## src/rtl/floppy_sd_responder_if.sv

```systemverilog
// Bus bundle between a sector initiator (sd_* side) and a host sector server (host_* side).
// slave  : view of the responder (floppy_sd_responder).
// master : view of the environment driving the initiator and host sides.
// sd_*   : sector request, status pulses, byte index and byte streams to/from the initiator.
// host_* : sector request levels, latched drive/LBA, ack level and byte streams with strobes.
interface floppy_sd_responder_if;
  logic [10:0] sd_lba;
  logic [1:0]  sd_rd;
  logic [1:0]  sd_wr;
  logic        sd_busy;
  logic        sd_done;
  logic        sd_err;
  logic [8:0]  sd_addr;
  logic        sd_data_en;
  logic [7:0]  sd_data_in;
  logic [7:0]  sd_data_out;
  logic        host_rd;
  logic        host_wr;
  logic        host_drive;
  logic [10:0] host_lba;
  logic        host_ack;
  logic [7:0]  host_din;
  logic        host_din_strobe;
  logic [7:0]  host_dout;
  logic        host_dout_strobe;

  modport slave (
    input  sd_lba, sd_rd, sd_wr, sd_data_out, host_ack, host_din, host_din_strobe,
           host_dout_strobe,
    output sd_busy, sd_done, sd_err, sd_addr, sd_data_en, sd_data_in, host_rd, host_wr,
           host_drive, host_lba, host_dout
  );

  modport master (
    output sd_lba, sd_rd, sd_wr, sd_data_out, host_ack, host_din, host_din_strobe,
           host_dout_strobe,
    input  sd_busy, sd_done, sd_err, sd_addr, sd_data_en, sd_data_in, host_rd, host_wr,
           host_drive, host_lba, host_dout
  );
endinterface

```

## src/rtl/floppy_sd_responder.sv

```systemverilog
// Floppy sector responder: accepts per-drive 512-byte sector read/write requests from an
// initiator and relays them to a host, streaming bytes in both directions. Requests for a
// sector at or beyond MAX_LBA are answered locally with zeros (read) or discarded (write)
// and flagged with sd_err.
// Ports:
//   clk  - clock, all logic on posedge
//   rst  - synchronous active-high reset
//   bus  - floppy_sd_responder_if.slave: initiator (sd_*) and host (host_*) signals
module floppy_sd_responder #(
  parameter logic [10:0] MAX_LBA = 11'd1600,
  parameter int unsigned WR_LAT  = 2
) (
  input logic                    clk,
  input logic                    rst,
  floppy_sd_responder_if.slave   bus
);

  localparam logic [7:0] LatLast = (WR_LAT > 0) ? 8'(WR_LAT - 1) : 8'd0;

  typedef enum logic [2:0] {
    StIdle, StReq, StRdStream, StWrFetch, StWrHold, StAckLow, StZero, StDone
  } state_e;

  state_e      state_q, state_d;
  logic        busy_q, busy_d;
  logic        done_q, done_d;
  logic        err_q, err_d;
  logic        data_en_q, data_en_d;
  logic [7:0]  data_in_q, data_in_d;
  logic [8:0]  addr_q, addr_d;
  logic [9:0]  cnt_q, cnt_d;      // byte index; bit 9 marks a full sector
  logic [7:0]  lat_q, lat_d;
  logic        host_rd_q, host_rd_d;
  logic        host_wr_q, host_wr_d;
  logic        drive_q, drive_d;
  logic [10:0] lba_q, lba_d;
  logic        wr_dir_q, wr_dir_d;
  logic [7:0]  dout_q, dout_d;

  logic finish, finish_err;
  logic acc_rd;
  assign acc_rd = |bus.sd_rd;

  always_comb begin
    state_d    = state_q;
    busy_d     = busy_q;
    done_d     = 1'b0;
    err_d      = 1'b0;
    data_en_d  = 1'b0;
    data_in_d  = data_in_q;
    addr_d     = addr_q;
    cnt_d      = cnt_q;
    lat_d      = lat_q;
    host_rd_d  = host_rd_q;
    host_wr_d  = host_wr_q;
    drive_d    = drive_q;
    lba_d      = lba_q;
    wr_dir_d   = wr_dir_q;
    dout_d     = dout_q;
    finish     = 1'b0;
    finish_err = 1'b0;

    unique case (state_q)
      StIdle: begin
        if (acc_rd || (|bus.sd_wr)) begin
          busy_d   = 1'b1;
          lba_d    = bus.sd_lba;
          addr_d   = '0;
          cnt_d    = '0;
          lat_d    = '0;
          // Reads win over writes; within a direction drive 0 wins over drive 1.
          wr_dir_d = ~acc_rd;
          drive_d  = acc_rd ? ~bus.sd_rd[0] : ~bus.sd_wr[0];
          if (bus.sd_lba >= MAX_LBA) begin
            state_d = StZero;
          end else begin
            state_d   = StReq;
            host_rd_d = acc_rd;
            host_wr_d = ~acc_rd;
          end
        end
      end
      StReq: begin
        if (bus.host_ack) begin
          host_rd_d = 1'b0;
          host_wr_d = 1'b0;
          addr_d    = '0;
          cnt_d     = '0;
          lat_d     = '0;
          state_d   = wr_dir_q ? StWrFetch : StRdStream;
        end
      end
      StRdStream: begin
        if (bus.host_din_strobe) begin
          data_en_d = 1'b1;
          data_in_d = bus.host_din;
          addr_d    = cnt_q[8:0];
          cnt_d     = cnt_q + 10'd1;
          if (cnt_q == 10'd511) state_d = StAckLow;
        end
        if (!bus.host_ack && !(bus.host_din_strobe && cnt_q == 10'd511)) begin
          finish     = 1'b1;
          finish_err = 1'b1;
        end
      end
      StWrFetch: begin
        // The initiator registers sd_data_out from sd_addr, so give it WR_LAT cycles.
        if (lat_q >= LatLast) begin
          dout_d  = bus.sd_data_out;
          state_d = StWrHold;
        end else begin
          lat_d = lat_q + 8'd1;
        end
        if (!bus.host_ack) begin
          finish     = 1'b1;
          finish_err = 1'b1;
        end
      end
      StWrHold: begin
        if (bus.host_dout_strobe) begin
          if (cnt_q == 10'd511) begin
            state_d = StAckLow;
          end else begin
            cnt_d   = cnt_q + 10'd1;
            addr_d  = cnt_q[8:0] + 9'd1;
            lat_d   = '0;
            state_d = StWrFetch;
          end
        end else if (!bus.host_ack) begin
          finish     = 1'b1;
          finish_err = 1'b1;
        end
      end
      StAckLow: begin
        if (!bus.host_ack) finish = 1'b1;
      end
      StZero: begin
        if (wr_dir_q || cnt_q[9]) begin
          finish     = 1'b1;
          finish_err = 1'b1;
        end else begin
          data_en_d = 1'b1;
          data_in_d = 8'd0;
          addr_d    = cnt_q[8:0];
          cnt_d     = cnt_q + 10'd1;
        end
      end
      StDone: state_d = StIdle;
      default: state_d = StIdle;
    endcase

    // Status pulses are registered so sd_done/sd_err coincide with the DONE state.
    if (finish) begin
      state_d = StDone;
      busy_d  = 1'b0;
      done_d  = 1'b1;
      err_d   = finish_err;
    end
  end

  always_ff @(posedge clk) begin
    if (rst) begin
      state_q   <= StIdle;
      busy_q    <= 1'b0;
      done_q    <= 1'b0;
      err_q     <= 1'b0;
      data_en_q <= 1'b0;
      data_in_q <= '0;
      addr_q    <= '0;
      cnt_q     <= '0;
      lat_q     <= '0;
      host_rd_q <= 1'b0;
      host_wr_q <= 1'b0;
      drive_q   <= 1'b0;
      lba_q     <= '0;
      wr_dir_q  <= 1'b0;
      dout_q    <= '0;
    end else begin
      state_q   <= state_d;
      busy_q    <= busy_d;
      done_q    <= done_d;
      err_q     <= err_d;
      data_en_q <= data_en_d;
      data_in_q <= data_in_d;
      addr_q    <= addr_d;
      cnt_q     <= cnt_d;
      lat_q     <= lat_d;
      host_rd_q <= host_rd_d;
      host_wr_q <= host_wr_d;
      drive_q   <= drive_d;
      lba_q     <= lba_d;
      wr_dir_q  <= wr_dir_d;
      dout_q    <= dout_d;
    end
  end

  assign bus.sd_busy    = busy_q;
  assign bus.sd_done    = done_q;
  assign bus.sd_err     = err_q;
  assign bus.sd_addr    = addr_q;
  assign bus.sd_data_en = data_en_q;
  assign bus.sd_data_in = data_in_q;
  assign bus.host_rd    = host_rd_q;
  assign bus.host_wr    = host_wr_q;
  assign bus.host_drive = drive_q;
  assign bus.host_lba   = lba_q;
  assign bus.host_dout  = dout_q;

endmodule

```

## src/flat_wrapper.sv

```systemverilog
// flat-port wrapper written by rule: the top's interface ports become plain ports
module floppy_sd_responder_flat 
#(
  parameter logic [10:0] MAX_LBA = 11'd1600,
  parameter int unsigned WR_LAT  = 2
)
  (clk, rst, bus_sd_lba, bus_sd_rd, bus_sd_wr, bus_sd_data_out, bus_host_ack, bus_host_din, bus_host_din_strobe, bus_host_dout_strobe, bus_sd_busy, bus_sd_done, bus_sd_err, bus_sd_addr, bus_sd_data_en, bus_sd_data_in, bus_host_rd, bus_host_wr, bus_host_drive, bus_host_lba, bus_host_dout);
  floppy_sd_responder_if bus_i ();
  input logic clk;
  input logic rst;
  input wire logic [$bits(bus_i.sd_lba)-1:0] bus_sd_lba;
  input wire logic [$bits(bus_i.sd_rd)-1:0] bus_sd_rd;
  input wire logic [$bits(bus_i.sd_wr)-1:0] bus_sd_wr;
  input wire logic [$bits(bus_i.sd_data_out)-1:0] bus_sd_data_out;
  input wire logic [$bits(bus_i.host_ack)-1:0] bus_host_ack;
  input wire logic [$bits(bus_i.host_din)-1:0] bus_host_din;
  input wire logic [$bits(bus_i.host_din_strobe)-1:0] bus_host_din_strobe;
  input wire logic [$bits(bus_i.host_dout_strobe)-1:0] bus_host_dout_strobe;
  output wire logic [$bits(bus_i.sd_busy)-1:0] bus_sd_busy;
  output wire logic [$bits(bus_i.sd_done)-1:0] bus_sd_done;
  output wire logic [$bits(bus_i.sd_err)-1:0] bus_sd_err;
  output wire logic [$bits(bus_i.sd_addr)-1:0] bus_sd_addr;
  output wire logic [$bits(bus_i.sd_data_en)-1:0] bus_sd_data_en;
  output wire logic [$bits(bus_i.sd_data_in)-1:0] bus_sd_data_in;
  output wire logic [$bits(bus_i.host_rd)-1:0] bus_host_rd;
  output wire logic [$bits(bus_i.host_wr)-1:0] bus_host_wr;
  output wire logic [$bits(bus_i.host_drive)-1:0] bus_host_drive;
  output wire logic [$bits(bus_i.host_lba)-1:0] bus_host_lba;
  output wire logic [$bits(bus_i.host_dout)-1:0] bus_host_dout;
  assign bus_i.sd_lba = bus_sd_lba;
  assign bus_i.sd_rd = bus_sd_rd;
  assign bus_i.sd_wr = bus_sd_wr;
  assign bus_i.sd_data_out = bus_sd_data_out;
  assign bus_i.host_ack = bus_host_ack;
  assign bus_i.host_din = bus_host_din;
  assign bus_i.host_din_strobe = bus_host_din_strobe;
  assign bus_i.host_dout_strobe = bus_host_dout_strobe;
  assign bus_sd_busy = bus_i.sd_busy;
  assign bus_sd_done = bus_i.sd_done;
  assign bus_sd_err = bus_i.sd_err;
  assign bus_sd_addr = bus_i.sd_addr;
  assign bus_sd_data_en = bus_i.sd_data_en;
  assign bus_sd_data_in = bus_i.sd_data_in;
  assign bus_host_rd = bus_i.host_rd;
  assign bus_host_wr = bus_i.host_wr;
  assign bus_host_drive = bus_i.host_drive;
  assign bus_host_lba = bus_i.host_lba;
  assign bus_host_dout = bus_i.host_dout;
  floppy_sd_responder #(.MAX_LBA(MAX_LBA), .WR_LAT(WR_LAT)) u_core (.clk(clk), .rst(rst), .bus(bus_i));
endmodule
```

## config.mk

```make
export PLATFORM = sky130hd
export DESIGN_NAME = floppy_sd_responder_flat
export DESIGN_NICKNAME = d
export VERILOG_FILES = /design/src/rtl/floppy_sd_responder_if.sv /design/src/rtl/floppy_sd_responder.sv /design/src/flat_wrapper.sv
export SDC_FILE = /design/constraint.sdc
export NUM_CORES = 1
export LEC_CHECK = 0
export ABC_AREA = 1
export BUFFER_PORTS_ARGS = -buffer_cell sky130_fd_sc_hd__buf_4
export CORE_ASPECT_RATIO = 1.25
export CORE_MARGIN = 3
export CORE_UTILIZATION = 37
export CTS_BUF_LIST = sky130_fd_sc_hd__clkbuf_2 sky130_fd_sc_hd__clkbuf_4 sky130_fd_sc_hd__clkbuf_8
export DETAILED_ROUTE_END_ITERATION = 12
export PLACE_DENSITY = 0.57
export SETUP_SLACK_MARGIN = 0.05
export SLEW_MARGIN = 15
export SYNTH_ARGS = -nofsm -noshare
export SYNTH_HDL_FRONTEND = slang
export SYNTH_SLANG_ARGS = --single-unit
```

## constraint.sdc

```tcl
create_clock -name clk -period 1.7 [get_ports clk]
set_clock_uncertainty 0.05 [all_clocks]
set_input_delay 0.085 -clock clk [delete_from_list [all_inputs] [get_ports clk]]
set_output_delay 0.085 -clock clk [all_outputs]
set_load 0.02 [all_outputs]
```

After elaboration in Yosys (flattened, before gate mapping)
Cells that the tools add are included.
{ "word_totals": {"ff_bits": 65, "in_bits": 36, "wordCells": 122} }
{ "classes": {"addsub": 3, "magnitude_cmp": 2, "n_eq_ne": 22, "n_mux": 52, "bitwise": 4, "reduce_logical": 24} }
{ "ops": {"columns": ["cell", "count"], "rows": [
  ["10-bit 2-to-1 mux", 6],
  ["8-bit 2-to-1 mux", 7],
  ["9-bit 2-to-1 mux", 6],
  ["10-bit case mux with 5 select lines", 1],
  ["9-bit case mux with 5 select lines", 1],
  ["8-bit case mux with 4 select lines", 1],
  ["3-bit 2-to-1 mux", 9],
  ["3-bit case mux with 6 select lines", 1],
  ["8-bit case mux with 2 select lines", 1],
  ["1-bit 2-to-1 mux", 14],
  ["2-bit inequality test (second input constant)", 7],
  ["7-bit AND reduction", 2],
  ["3-bit == test (second input constant)", 4],
  ["11-bit greater-or-equal comparator (second input constant)", 1],
  ["10-bit by 1-bit adder with 10-bit output (second input constant)", 1],
  ["10-bit by 9-bit == test with 1-bit output (second input constant)", 1],
  ["2-bit OR reduction", 5],
  ["9-bit by 1-bit adder with 9-bit output (second input constant)", 1],
  ["3-bit by 1-bit inequality test with 1-bit output (second input constant)", 3],
  ["3-bit by 2-bit inequality test with 1-bit output (second input constant)", 3],
  ["8-bit by 1-bit adder with 8-bit output (second input constant)", 1],
  ["8-bit by 1-bit greater-or-equal comparator with 1-bit output (second input constant)", 1],
  ["1-bit case mux with 4 select lines", 2],
  ["7-bit nonzero test", 1],
  ["other kinds (16)", 27]
]} }

Longest topological paths before layout
{ "depth": {"ltp_word": 8, "mapped_depth": 12, "ltp_nobuf": 12} }

Worst setup path before layout
OpenSTA, ideal clock, no wires.
{ "synth_timing": {"kind": "register to register", "start": "reg u_core.cnt_q[0]", "end": "reg u_core.addr_q[0] (netlist: u_core.bus.sd_addr[0])", "setup_ps": 113, "arrival_ps": 1633, "slack_ps": -97, "stages_incl_launch_ff": 10, "path_buffers": 1, "path_cell_list": "dfxtp_1 -> ha_1 -> nand2_1 -> nor2_1 -> nand4_2 -> nand3b_2 -> nor2_8 -> buf_8 -> nor2_1 -> nor2_1"} }
{ "synth_via": {"elab_chain_len": 4, "elab_cells_between_ends": 9} }
{ "synth_lines": {"columns": ["item", "line_no", "source"], "rows": [
  ["from (decl)", "floppy_sd_responder.sv:31", "logic [9:0] cnt_q, cnt_d;"],
  ["from (signal assigned)", "floppy_sd_responder.sv:186", "cnt_q <= cnt_d;"],
  ["9-bit by 1-bit adder with 9-bit output", "floppy_sd_responder.sv:125", "addr_d = cnt_q[8:0] + 9'd1;"],
  ["9-bit 2-to-1 mux", "floppy_sd_responder.sv:121", "if (cnt_q == 10'd511) begin"],
  ["9-bit 2-to-1 mux", "floppy_sd_responder.sv:120", "if (bus.host_dout_strobe) begin"],
  ["9-bit case mux with 5 select lines", "floppy_sd_responder.sv:63", "unique case (state_q)"],
  ["to (signal assigned)", "floppy_sd_responder.sv:185", "addr_q <= addr_d;"],
  ["to (decl)", "floppy_sd_responder.sv:30", "logic [8:0] addr_q, addr_d;"]
]} }
Parallel ways exist; a longest one is shown, timed or not. The select of a mux whose other input is x is not followed.
A chain may end at the register's enable or synchronous reset.

Worst setup path after layout
{ "layout_timing": {"start": "reg u_core.state_q[1]", "end": "reg u_core.cnt_q[8]"} }
{ "layout_via": {"elab_chain_len": 3, "elab_cells_between_ends": 14} }
{ "layout_lines": {"columns": ["item", "line_no", "source"], "rows": [
  ["from (decl)", "floppy_sd_responder.sv:24", "state_e state_q, state_d;"],
  ["from (signal assigned)", "floppy_sd_responder.sv:163", "state_q <= StIdle;"],
  ["from (signal assigned)", "floppy_sd_responder.sv:179", "state_q <= state_d;"],
  ["3-bit by 1-bit == test with 1-bit output, or another cell as far along", "floppy_sd_responder.sv:63", null],
  ["5-bit nonzero test (no line), or another cell as far along", null, null],
  ["7-bit AND reduction (no line)", null, null]
]} }
Parallel ways exist; a longest one is shown, timed or not.

==> results.ini <==
[cts]
cts_buffers = 9
clkTransAtPathRegs_ps = 70
clock_latency_ps = 350
cts_buffer_depth = 2
clock_sinks = 65
clock-root-buffer = clkbuf_8
cts_tree = yes
htreeDepth = 3

[yosys]
syn_area_um2 = 3080
post_synth_inst_count = 440
synth_edf_count = 0
avgSynthCellArea_um2 = 7.00
yosysTopAreaCellShare_pct = 42.3
yosysWarnings = 0
ys_seq_area_share_pct = 42.3
synth.distinct_cells = 37
synth_top_cell_by_area = dfxtp_1
synthFlopType = dfxtp_1
synth-seq-cells = 65
synthArstFlopShare_pct = 0
syn_nets = 480
yosys-top-cells-area = dfxtp_1, nand2_1, nor2_1, o21ai_0, a21oi_1

[floorplan]
rows = 36
die_h_um = 108
initial_utilization_pct = 38.8
core_um2 = 7930
pin_count = 79
die-area_um2 = 9460
die_x_um = 87.6

[sta]
post-route-min-period_ps = 1610
period_share_pct = 94.9
hold_violations = 0
fin_setup_tns_ps = 0
setup_viol = 0
fmax_ghz = 0.620
rsz0062_at_grt = yes
relSlewSlack_pct = 70.0
slew_viol_final = 0
worst_pin_slew_ps = 450
worst_slack_ps = 86.5

[critical_path]
worst_setup_path_end_kind = flop
startpoint_type = flop
cpMaxStageDelayCell = dfxtp_4
crit_chain = buf_4 -> nand2_2 -> buf_4 -> nand2_1 -> nand3b_4 -> nor2_4 -> nand2_1 -> a21oi_2
critPathBufInv = 2
required_ps = 1940
arrival_ps = 1860
critPathKind = reg -> reg
r2r_start = u_core.state_q[1]$_SDFFE_PP0P_
crit_path_start = u_core.state_q[1]$_SDFFE_PP0P_
crit_path_max_incr_delay_ps = 370
critPathTopFamily = simple AND/OR/NAND/NOR gates
worst-path-max-fanout = 5

[power]
p_leak_nw = 2.14
total_power_w = 0.00766
p_per_area_nw_per_um2 = 1590
peakVddDrop_v = 0.000904

[routing]
wl_met3_um = 631
viasPerCell = 4.88
drt-wirelength-per-cell_um = 12.9
wl_met1_um = 3800
top_layer = met4
first_pass_iters = 4
num_vias = 3384
drt_wl_total_um = 8960
drcViolationCount = 0
first_iter_violations = 148
met2_length_um = 4370
ant_nets = 0

[global_route]
grt_pass1_wl_um = 13900
grt_pass1_vias = 3099
grt_antenna_before_repair = 0
grt_max_degree = 31
grt.total_usage_pct = 18.5
grt-ovfl-total = 0

[place]
gp_congestion = 0.987
place_ws_ps = -103
portBuffers = 78
dp_hpwl_um = 5920

[layout]
final_cell_mix = buf_4, nand2_1, nor2_1, dfxtp_1, dlygate4sd3_1
nNetsFinal = 633
final_common_cell = buf_4
syn_to_final_growth_pct = 56.5
drive_gt1_share_pct = 35.3
utilization_pct = 60.7
diodes = 0

[min_path]
hp-start = bus_host_ack
hp-class = in -> reg

[outcome]
status = completed

[job]
drv_cap = 0

[report_power, final]
group	switching [W]	internal (W)	leakage, nW
Clock	0.000624	0.000570	0.0922
Sequential	0.000270	0.00192	0.533
Combinational	0.00249	0.00179	1.52
Total	0.00339	0.00428	2.14
[synthesized netlist by cell type (3+ instances only)]
cell      number
o21ai_0       35
xor2_1         5
a21oi_1       26
inv_1         30
a21oi_2        4
nand4_1        3
inv_2          3
dfxtp_1       65
o21ai_1        3
o22ai_1        5
buf_4          3
clkbuf_1       5
nor2_2         3
nand3_1       26
ha_1           4
nand2_1       97
nor2_1        93
nand2_2        5
[flip-flops by register name (all words and copies together) (netlist names)]
name	flops
u_core.bus.host_dout	8
u_core.bus.host_drive	1
u_core.bus.host_lba	11
u_core.bus.host_rd	1
u_core.bus.host_wr	1
u_core.bus.sd_addr	9
u_core.bus.sd_busy	1
u_core.bus.sd_data_en	1
u_core.bus.sd_data_in	8
u_core.bus.sd_done	1
u_core.bus.sd_err	1
u_core.cnt_q	10
u_core.lat_q	8
u_core.state_q	3
u_core.wr_dir_q	1
[kinds of logic after synthesis]
kind of cell	count (synthesis)	share of synthesized area, %
AND/OR/NAND/NOR	239	33.7
buffers and inverters	48	6.91
AO/OA/AOI/OAI	78	13.8
flip-flops	65	42.3
adder cells (fa/ha/maj)	4	1.63
XOR/XNOR	6	1.71
[layout make-up]
class	count	area, µm²
Sequential cell	65	1320
Inverter	34	139
Fill cell	749	3110
Clock inverter	6	43.8
Timing Repair Buffer	153	1270
Clock buffer	10	138
Multi-Input combinational cell	330	1790
Tap cell	95	119
[repair_timing]
item | CTS | global route
endpoints found under the hold margin | 28 | 0
endpoints found under the setup margin | 30 | 50
setup buffers | 3 | 5
pin swaps | 6 | 16
gates cloned | 0 | 4
gates resized for setup | 13 | 63
hold buffers | 29 | 0
[through the flow]
step / std cells / hold slack, ps / cell area, µm²
final: 693 / 32.4 / 4820
after global routing: 693 / 33.7 / 4820
after CTS: 684 / 16.4 / 4560
after detailed placement: 636 / 295 / 4020
after global placement: 636 / 292 / 4020
after floorplan: 440 / 183 / 3090
[worst min-delay path: stages]
cell	delay (ps)
buf_4	100
inv_1	80
nand2_1	70
a21oi_1	50
[worst paths after layout]
check / endpoint / slack [ps] / cells past startpoint
setup / recovery: u_core.cnt_q[8]$_SDFFE_PP0P_ / 90 / 8
hold / removal: u_core.bus.sd_err$_SDFF_PP0_ / 30 / 4
setup reg to reg: u_core.cnt_q[8]$_SDFFE_PP0P_ / 90 / 8
hold reg to reg: u_core.lat_q[6]$_SDFFE_PP0P_ / 390 / 2
[layer usage]
layer  track usage, %  vias to the layer above
li1                 -                     1729
met1             23.1                     1530
met2             30.6                      111
met3             4.80                       14
met4             6.25                        0
met5                0                        -
Note: power is estimated with default switching activity, not from simulation.
